$ cat src/rtl/traffic_pkg.sv
// Shared types and constants for the two-road traffic phase controller.
// State encoding, lamp codes and the per-road lamp decode.
package traffic_pkg;

   localparam int unsigned LAMP_W = 3;
   localparam int unsigned CNT_W  = 8;

   typedef enum logic [2:0] {
      NS_GREEN  = 3'd0,
      NS_YELLOW = 3'd1,
      ALL_RED_1 = 3'd2,
      EW_GREEN  = 3'd3,
      EW_YELLOW = 3'd4,
      ALL_RED_2 = 3'd5,
      PED_WALK  = 3'd6,
      FLASH     = 3'd7
   } state_t;

   localparam logic [LAMP_W-1:0] LAMP_R   = 3'b100;
   localparam logic [LAMP_W-1:0] LAMP_Y   = 3'b010;
   localparam logic [LAMP_W-1:0] LAMP_G   = 3'b001;
   localparam logic [LAMP_W-1:0] LAMP_OFF = 3'b000;

   // Lamp for one road; is_ns selects which road's green/yellow states apply.
   function automatic logic [LAMP_W-1:0] road_lamp(input state_t s, input logic phase,
                                                   input logic is_ns);
      logic [LAMP_W-1:0] lamp;
      lamp = LAMP_R;
      case (s)
         NS_GREEN:  if (is_ns)  lamp = LAMP_G;
         NS_YELLOW: if (is_ns)  lamp = LAMP_Y;
         EW_GREEN:  if (!is_ns) lamp = LAMP_G;
         EW_YELLOW: if (!is_ns) lamp = LAMP_Y;
         FLASH:     lamp = phase ? LAMP_Y : LAMP_OFF;
         default:   lamp = LAMP_R;
      endcase
      return lamp;
   endfunction

endpackage

$ cat src/rtl/traffic_phase_controller_rise_detect.sv
// Rising-edge detector with an optional 2-flop synchronizer in front.
// RST_VAL presets the history flop so a level already high at reset gives no edge.
module rise_detect #(
   parameter bit SYNC    = 1'b0,
   parameter bit RST_VAL = 1'b0
) (
   input  logic clk,
   input  logic rst,
   input  logic i_d,
   output logic o_rise_c
);

   logic w_level;
   logic r_prev;

   if (SYNC) begin : g_sync
      logic r_sync1;
      logic r_sync2;

      always_ff @(posedge clk or posedge rst) begin
         if (rst) begin
            r_sync1 <= 1'b0;
            r_sync2 <= 1'b0;
         end else begin
            r_sync1 <= i_d;
            r_sync2 <= r_sync1;
         end
      end

      assign w_level = r_sync2;
   end else begin : g_direct
      assign w_level = i_d;
   end

   always_ff @(posedge clk or posedge rst) begin
      if (rst) r_prev <= RST_VAL;
      else     r_prev <= w_level;
   end

   assign o_rise_c = w_level & ~r_prev;

endmodule

$ cat src/rtl/traffic_phase_controller.sv
// NS/EW traffic-light sequencer with pedestrian walk phase and maintenance flash.
// Second ticks come from rising edges of the 1 Hz divider level.
module traffic_phase_controller
   import traffic_pkg::*;
#(
   parameter int unsigned T_GREEN  = 20,
   parameter int unsigned T_YELLOW = 3,
   parameter int unsigned T_ALLRED = 1,
   parameter int unsigned T_WALK   = 10
) (
   input  logic              clk,
   input  logic              rst,
   input  logic              oneHz_clk,
   input  logic              ped_btn,
   input  logic              flash_mode,
   output logic [LAMP_W-1:0] ns_light,
   output logic [LAMP_W-1:0] ew_light,
   output logic              walk,
   output logic              ped_pending,
   output logic [CNT_W-1:0]  remaining
);

   logic w_tick;
   logic w_ped_rise;

   state_t            r_state;
   logic [CNT_W-1:0]  r_remaining;
   logic              r_phase;
   logic              r_pending;
   logic [LAMP_W-1:0] r_ns;
   logic [LAMP_W-1:0] r_ew;
   logic              r_walk;

   state_t           w_state_nxt;
   logic [CNT_W-1:0] w_rem_nxt;
   logic             w_phase_nxt;
   logic             w_pend_nxt;

   rise_detect #(.SYNC(1'b0), .RST_VAL(1'b1)) u_tick_det (
      .clk      (clk),
      .rst      (rst),
      .i_d      (oneHz_clk),
      .o_rise_c (w_tick)
   );

   rise_detect #(.SYNC(1'b1), .RST_VAL(1'b0)) u_ped_det (
      .clk      (clk),
      .rst      (rst),
      .i_d      (ped_btn),
      .o_rise_c (w_ped_rise)
   );

   function automatic logic [CNT_W-1:0] duration(input state_t s);
      case (s)
         NS_GREEN, EW_GREEN:   return CNT_W'(T_GREEN);
         NS_YELLOW, EW_YELLOW: return CNT_W'(T_YELLOW);
         PED_WALK:             return CNT_W'(T_WALK);
         FLASH:                return '0;
         default:              return CNT_W'(T_ALLRED);
      endcase
   endfunction

   // Next state, countdown, flash phase and pending latch; flash overrides everything.
   always_comb begin
      w_state_nxt = r_state;
      w_rem_nxt   = r_remaining;
      w_phase_nxt = r_phase;
      w_pend_nxt  = r_pending;

      if (flash_mode) begin
         w_state_nxt = FLASH;
         w_rem_nxt   = '0;
         if (r_state != FLASH) w_phase_nxt = 1'b1;
         else if (w_tick)      w_phase_nxt = ~r_phase;
      end else if (r_state == FLASH) begin
         w_state_nxt = ALL_RED_2;
         w_rem_nxt   = CNT_W'(T_ALLRED);
         w_phase_nxt = 1'b0;
      end else begin
         if (w_ped_rise && r_state != PED_WALK) w_pend_nxt = 1'b1;

         if (w_tick) begin
            if (r_remaining <= CNT_W'(1)) begin
               case (r_state)
                  NS_GREEN:  w_state_nxt = NS_YELLOW;
                  NS_YELLOW: w_state_nxt = ALL_RED_1;
                  ALL_RED_1: w_state_nxt = EW_GREEN;
                  EW_GREEN:  w_state_nxt = EW_YELLOW;
                  EW_YELLOW: w_state_nxt = ALL_RED_2;
                  ALL_RED_2: w_state_nxt = r_pending ? PED_WALK : NS_GREEN;
                  default:   w_state_nxt = NS_GREEN;
               endcase
               w_rem_nxt = duration(w_state_nxt);
            end else begin
               w_rem_nxt = r_remaining - CNT_W'(1);
            end
         end

         // Entering the walk phase serves the request, even against a same-cycle press.
         if (w_state_nxt == PED_WALK && r_state != PED_WALK) w_pend_nxt = 1'b0;
      end
   end

   always_ff @(posedge clk or posedge rst) begin
      if (rst) begin
         r_state     <= ALL_RED_2;
         r_remaining <= CNT_W'(T_ALLRED);
         r_phase     <= 1'b0;
         r_pending   <= 1'b0;
         r_ns        <= LAMP_R;
         r_ew        <= LAMP_R;
         r_walk      <= 1'b0;
      end else begin
         r_state     <= w_state_nxt;
         r_remaining <= w_rem_nxt;
         r_phase     <= w_phase_nxt;
         r_pending   <= w_pend_nxt;
         r_ns        <= road_lamp(w_state_nxt, w_phase_nxt, 1'b1);
         r_ew        <= road_lamp(w_state_nxt, w_phase_nxt, 1'b0);
         r_walk      <= (w_state_nxt == PED_WALK);
      end
   end

   assign ns_light    = r_ns;
   assign ew_light    = r_ew;
   assign walk        = r_walk;
   assign ped_pending = r_pending;
   assign remaining   = r_remaining;

endmodule

$ cat config.mk
export PLATFORM = sky130hd
export DESIGN_NAME = traffic_phase_controller
export DESIGN_NICKNAME = d
export VERILOG_FILES = /design/src/rtl/traffic_pkg.sv /design/src/rtl/traffic_phase_controller_rise_detect.sv /design/src/rtl/traffic_phase_controller.sv
export SDC_FILE = /design/constraint.sdc
export NUM_CORES = 1
export LEC_CHECK = 0
export CAP_MARGIN = 40
export CORE_ASPECT_RATIO = 0.8
export CORE_MARGIN = 5
export CORE_UTILIZATION = 40
export CTS_BUF_LIST = sky130_fd_sc_hd__clkbuf_4
export DETAILED_ROUTE_END_ITERATION = 8
export PLACE_DENSITY = 0.74
export SLEW_MARGIN = 20
export SYNTH_ARGS = -nofsm -noshare
export SYNTH_HDL_FRONTEND = slang
export SYNTH_HIERARCHICAL = 1
export SYNTH_SLANG_ARGS = --single-unit
$ cat constraint.sdc
create_clock -name clk -period 5.3 [get_ports clk]
set_input_delay 0.795 -clock clk [delete_from_list [all_inputs] [get_ports clk]]
set_output_delay 0.795 -clock clk [all_outputs]
set_load 0.02 [all_outputs]
==> impl_results.md, run 1 <==
- Rows: 19
- Setup Fix Bufs, Post-CTS: 0
- Die ar.: roughly 4800 um2
- Status: finished clean
- Post-CTS Resized: 0
- Ys async rst share: 1.000
- Largest net degree at the start of global routing: 21
- 1st-iter DRT viols: between 100 and 150
- Synth warnings: 6
- Internal power: 0.0003493 W
- P_leak: a little over 0.7 nW
- P per Cell Area: between 300 and 400 nW/um2
- Syn Inst Count: 145
- Vias in the first global route: 1122
- GRT overflow: 0
- Hold Crit Class: flip-flop to flip-flop
- Yosys top cell area share: 0.3229
- Layout cells sized above 1: 0.1411
- Most frequent cells in the layout: 20 x clkdlybuf4s50_1, 18 x dfrtp_1, 16 x nor2_1
- TritonCTS Buffers: 3
- Clock net sink count: 24
- Max cap viols: 0
- Unrepaired setup endpoints after global routing: no
- Routed Antenna Nets: 0
- Relative slew slack: 0.6559
- P_sw: approximately 0.00017 W
- Port Buffers: 20
- DR DRC count: 0
- Dominant synthesized flop cell: dfrtp_1
- Starting Density: 0.4104
- Total Wirelength: roughly 3100 um
- Area growth syn-to-layout: 18.57%
- Ports: 21
- Setup Viol. Count Final: 0
- WS Path Type: input port to flip-flop
- Commonest non-fill, non-tap cell in the layout: clkdlybuf4s50_1
- WL per Instance: roughly 15 um
- DIE HEIGHT: between 60 and 70 um
- Synth top area cells: dfrtp_1 32%, dfstp_2 11%, nor2_1 4.3%
- Max Root-Sink Buffers: 2
- Fin Clk Skew: 0.01181 ns
- Post-route clock period utilization: 0.5510
- Critical-path top delay cell: or4b_4
- Total negative setup slack: 0 ns
- Slew at the pin with the worst max-slew slack: a little over 0.5 ns
- Comb power frac: 0.302
- Cells along the critical path: clkdlybuf4s50_1 > nor2b_4 > or4b_4 > nor4_4 > nand3_1 > mux2i_1 > a31oi_1
- Synthesized area per cell: between 9 and 10 um2
- Crit path launch type: input port
- Switch share: 0.3248
- Antenna Cells: 0
- Via density: 5.683
- Net count after synthesis: roughly 150
- Library cells used by synthesis: 43
- CP peak stage delay: approximately 0.56 ns
- Fin crit period: 2.920 ns
- Synth Cell Area: 1395 um2
- Hold_buf cts: 0
- Dpl cells: 200
- First-pass GRT wire length: 5188 um
- CP Max Fanout: 13
- Clk_lat worst skew: ~0.33 ns
- CP arrival: 3.13 ns
- Sequential area share after synthesis: 0.4359
- Post-synthesis register bit count: 24
- Yosys top cell by area: dfrtp_1
- F_max: roughly 0.34 GHz
- Area after DPL: about 1600 um2
- H-tree levels: 1
- FILL cells: roughly 320
- Crit. End Element: flip-flop
- Non-filler cells, final: slightly above 200
- Worst vdd rail ir drop: around 0.00014 V
- Overall global routing resource usage: 0.1310
- Clock Power Share: 0.261
- Worst path required time: about 5.5 ns
- Nets@finish: 171
- Drt pass-1 iters: 4
- Via count: 1165
- Final hold violations: 0
- Part of the power in registers: 0.437
- Clock transition at path regs: approximately 0.14 ns
- Chip width: roughly 76 um
- Post-DP HPWL: about 2200 um
- Fin area: 1654 um2
- WHS: between 0.3 and 0.4 ns
- Core area: ~3400 um2
- EDFF count, synth: 0
- CTS root buffer: clkbuf_4
- GP Congestion: between 0.9 and 1
- Initial antenna violation count: 0
- Max-slew violations: 0
- TritonCTS clock tree: yes
## area by class of cell
class	count	area (um2)	area share
inverters	10	37.54	0.02269
repair buffers	22	222.7	0.1346
well taps	42	52.55	0.03177
flip-flops and latches	24	608.1	0.3676
multi-input cells	103	680.7	0.4115
clock inverters	1	30.03	0.01815
clock buffers	3	22.52	0.01362
## synth_stat cells (3+ instances only)
cell,number
o21a_1,4
clkbuf_8,3
o21ai_0,6
a31oi_1,5
nor2_1,16
nand3_1,5
dfstp_2,6
mux2i_1,4
nor3b_1,3
nand2b_1,3
nand2_1,7
dfrtp_1,18
nor3_1,5
inv_1,10
or2_2,3
a21oi_1,10
## flip-flops by register name, indices dropped and copies added, names as in the netlist, 3 cells and up
| register | cells |
|---|---|
| remaining | 8 |
| ew_light | 3 |
| ns_light | 3 |
| r_state | 3 |
## cells by family (layout without fill, tap and decap cells)
kind of cell	Yosys count	count (layout)	synth area share
AOI/OAI and AO/OA	38	38	0.1767
xor gates and xnor gates	2	2	0.01256
adders and majority gates	2	2	0.01793
buffers and inverters	18	36	0.07623
DFF	24	24	0.4359
muxes	4	4	0.02870
and+or+nand+nor	57	57	0.2520
## power groups by stage
stage               clock [W]  combinational, W  sequential (W)
global placement            0          0.000150        0.000228
CTS                  0.000137          0.000155        0.000225
detailed placement          0          0.000153        0.000228
global route         0.000151          0.000170        0.000229
finish               0.000135          0.000156        0.000226
floorplan                   0          0.000102        0.000232
## path summary, 6_finish.rpt
check / from / end / cells past startpoint / slack [ns]
max in group asynchronous: rst / remaining[0] / 3 / 4.21
worst max-delay path: oneHz_clk / ped_pending / 7 / 2.38
worst max register to register: remaining[0] / remaining[6] / 7 / 2.87
worst min-delay path: u_ped_det/g_sync.r_sync1 / u_ped_det/g_sync.r_sync2 / 0 / 0.38
min in group asynchronous: rst / u_ped_det/g_sync.r_sync1 / 2 / 0.66
worst min register to register: u_ped_det/g_sync.r_sync1 / u_ped_det/g_sync.r_sync2 / 0 / 0.38
## through the flow
step / utilization / worst slack (ns) / power (W)
after global placement: 0.4667 / 2.152 / 0.0003779
final: 0.4866 / 2.380 / 0.0005173
after CTS: 0.4821 / 2.395 / 0.0005167
after global routing: 0.4866 / 2.268 / 0.0005504
after detailed placement: 0.4667 / 2.049 / 0.0003814
after floorplan: - / 2.875 / 0.0003346
## per-layer routing
metal  share of wire  up-vias  routed length (um)  global-route usage
met2            0.49       35                1506              0.2147
met5               0        -                   0                   0
met1            0.43      569                1316              0.1606
li1                -      551                   -                   -
met4           0.025        0                  77             0.06889
met3           0.049       10                 150             0.02738
## critical path, delay by kind of cell
| family | cells | cell delay [ns] |
|---|---|---|
| AO/OA/AOI/OAI | 1 | 0.12 |
| AND/OR/NAND/NOR | 4 | 1.50 |
| buffers and inverters | 1 | 0.48 |
| multiplexers | 1 | 0.23 |
Power figures use the tool's default switching activity.
==> run 2, diff against run 1 <==
==> constraint.sdc (replaced) <==
create_clock -name clk -period 2.75 [get_ports clk]
set_input_delay 0.4125 -clock clk [delete_from_list [all_inputs] [get_ports clk]]
set_output_delay 0.4125 -clock clk [all_outputs]
set_load 0.02 [all_outputs]
==> impl_results.md, run 2 (synthesis gave the netlist of run 1 again) <==
- Status: finished clean (unchanged)
- Post-DP HPWL: 2206 um (was 2171 um)
- Via count: 1140 (was 1165)
- Crit path launch type: input port (unchanged)
- Max Root-Sink Buffers: 2 (unchanged)
- DR DRC count: 0 (unchanged)
- Most frequent cells in the layout: 20 x clkdlybuf4s50_1, 18 x dfrtp_1, 16 x nor2_1 (unchanged)
- Layout cells sized above 1: 0.1566 (was 0.1411)
- Worst R2R Path Depth: 5 (was 7)
- P per Cell Area: 599.0 nW/um2 (was 312.7 nW/um2)
- Slew at the pin with the worst max-slew slack: 0.5432 ns (was 0.5143 ns)
- Clock net sink count: 24 (unchanged)
- Worst vdd rail ir drop: 0.0003237 V (was 0.0001418 V)
- Commonest non-fill, non-tap cell in the layout: clkdlybuf4s50_1 (unchanged)
- Setup Viol. Count Final: 0 (unchanged)
- Fin Clk Skew: 0.002552 ns (was 0.01181 ns)
- GRT overflow: 0 (unchanged)
- Routed Antenna Nets: 0 (unchanged)
- Setup WS pre-CTS: 0.09368 ns (was 2.049 ns)
- Total negative setup slack: 0 ns (unchanged)
- Crit. End Element: flip-flop (unchanged)
- Post-CTS Resized: 0 (unchanged)
- CP Max Fanout: 5 (was 13)
- WS Path Type: input port to flip-flop (unchanged)
- Unrepaired setup endpoints after global routing: no (unchanged)
- Chip width: 76.03 um (unchanged)
- Area growth syn-to-layout: 20.18% (was 18.57%)
- Port Buffers: 20 (unchanged)
- WL per Instance: 14.43 um (was 14.88 um)
- First-pass GRT wire length: 5278 um (was 5188 um)
- Final hold violations: 0 (unchanged)
- Core area: 3400 um2 (unchanged)
- Fin crit period: about 2.3 ns
- Clock transition at path regs: 0.14 ns (about the same)
- Nets@finish: 174 (was 171)
- Setup ws final: 0.4289 ns (was 2.380 ns)
- Initial antenna violation count: 0 (unchanged)
- Overall global routing resource usage: 0.1323 (was 0.1310)
- TritonCTS clock tree: yes (unchanged)
- DIE HEIGHT: 62.82 um (unchanged)
- Die ar.: 4776 um2 (unchanged)
- Post-route clock period utilization: 0.8440
- Hold Crit Class: input port to asynchronous set/reset pin (was flip-flop to flip-flop)
- Largest net degree at the start of global routing: 21 (unchanged)
- Drt pass-1 iters: 4 (unchanged)
- Rows: 19 (unchanged)
- Clk_lat worst skew: 0.32 ns (was 0.33 ns)
- Worst path required time: 2.95 ns (was 5.51 ns)
- Ports: 21 (unchanged)
- Hold_buf cts: 0 (unchanged)
- Max-slew violations: 0 (unchanged)
- TritonCTS Buffers: 3 (unchanged)
- H-tree levels: 1 (unchanged)
- F_max: 0.4308 GHz
- Total Wirelength: 3001 um (was 3050 um)
- P_leak: 0.7203 nW (was 0.7054 nW)
- CTS root buffer: clkbuf_4 (unchanged)
- Starting Density: 0.4104 (unchanged)
- CP arrival: 2.52 ns (was 3.13 ns)
- Relative slew slack: 0.6379 (was 0.6559)
- Vias in the first global route: 1078 (was 1122)
- Max cap viols: 0 (unchanged)
- Setup Fix Bufs, Post-CTS: 0 (unchanged)
- 1st-iter DRT viols: 77 (was 106)
- Via density: 5.481 (was 5.683)
- GP Congestion: 0.8571 (was 0.9669)
- Max FFs per register: 8 (unchanged)
- Antenna Cells: 0 (unchanged)
==> run 2: cell count changes in the layout (fill, tap and decap cells not counted) <==
cell and delta:
buf_4 +3
==> run 2: power by group <==
group          leakage [nW]  internal, W  switching, W
Clock                0.0279     0.000147      0.000112
Combinational         0.397     0.000144      0.000165
Sequential            0.295     0.000390     0.0000458
Total                 0.720     0.000681      0.000323
==> run 2: routing by layer <==
metal	up-vias	part of all wire	GRT usage	wire length, um
met2	46	0.49	0.2126	1463
li1	560	-	-	-
met4	0	0.013	0.04667	40
met3	5	0.059	0.02305	177
met5	-	0	0	0
met1	529	0.44	0.1782	1319
==> run 2: critical path: stages <==
cell	delay, ns
clkdlybuf4s50_1	0.48
nor2b_4	0.14
or4b_4	0.52
nor4_4	0.42
nor2_1	0.17
a31oi_1	0.25
o22ai_1	0.13
==> run 2: path summary, 6_finish.rpt <==
| path | slack, ns | end | start |
|---|---|---|---|
| worst min register to register | 0.38 | u_ped_det/g_sync.r_sync2 | u_ped_det/g_sync.r_sync1 |
| max in group asynchronous | 2.06 | r_state[0] | rst |
| worst max-delay path | 0.43 | ew_light[1] | oneHz_clk |
| worst max register to register | 0.56 | ew_light[1] | remaining[3] |
| worst min-delay path | 0.28 | u_ped_det/r_prev | rst |
| min in group clk | 0.38 | u_ped_det/g_sync.r_sync2 | u_ped_det/g_sync.r_sync1 |
==> run 2: layout make-up <==
class,count,area [um2]
inverter,10,37.54
timing repair buffer,25,245.2
tap,42,52.55
fill,313,1723
multi-input combinational,103,680.7
clock inverter,1,30.03
sequential,24,608.1
clock buffer,3,22.52
==> run 2: per-stage QoR <==
step | util | cell area, um2 | cells | total power (W) | hold WS, ns
4_1_cts | 0.4888 | 1662 | 207 | 0.001009 | 0.2780
5_1_grt | 0.4932 | 1677 | 208 | 0.001064 | 0.2957
2_1_floorplan | - | 1395 | 145 | 0.0006449 | 0.1661
3_3_place_gp | 0.4733 | 1609 | 203 | 0.0007374 | 0.3432
6_report | 0.4932 | 1677 | 208 | 0.001004 | 0.2819
3_5_place_dp | 0.4733 | 1609 | 203 | 0.0007473 | 0.3380
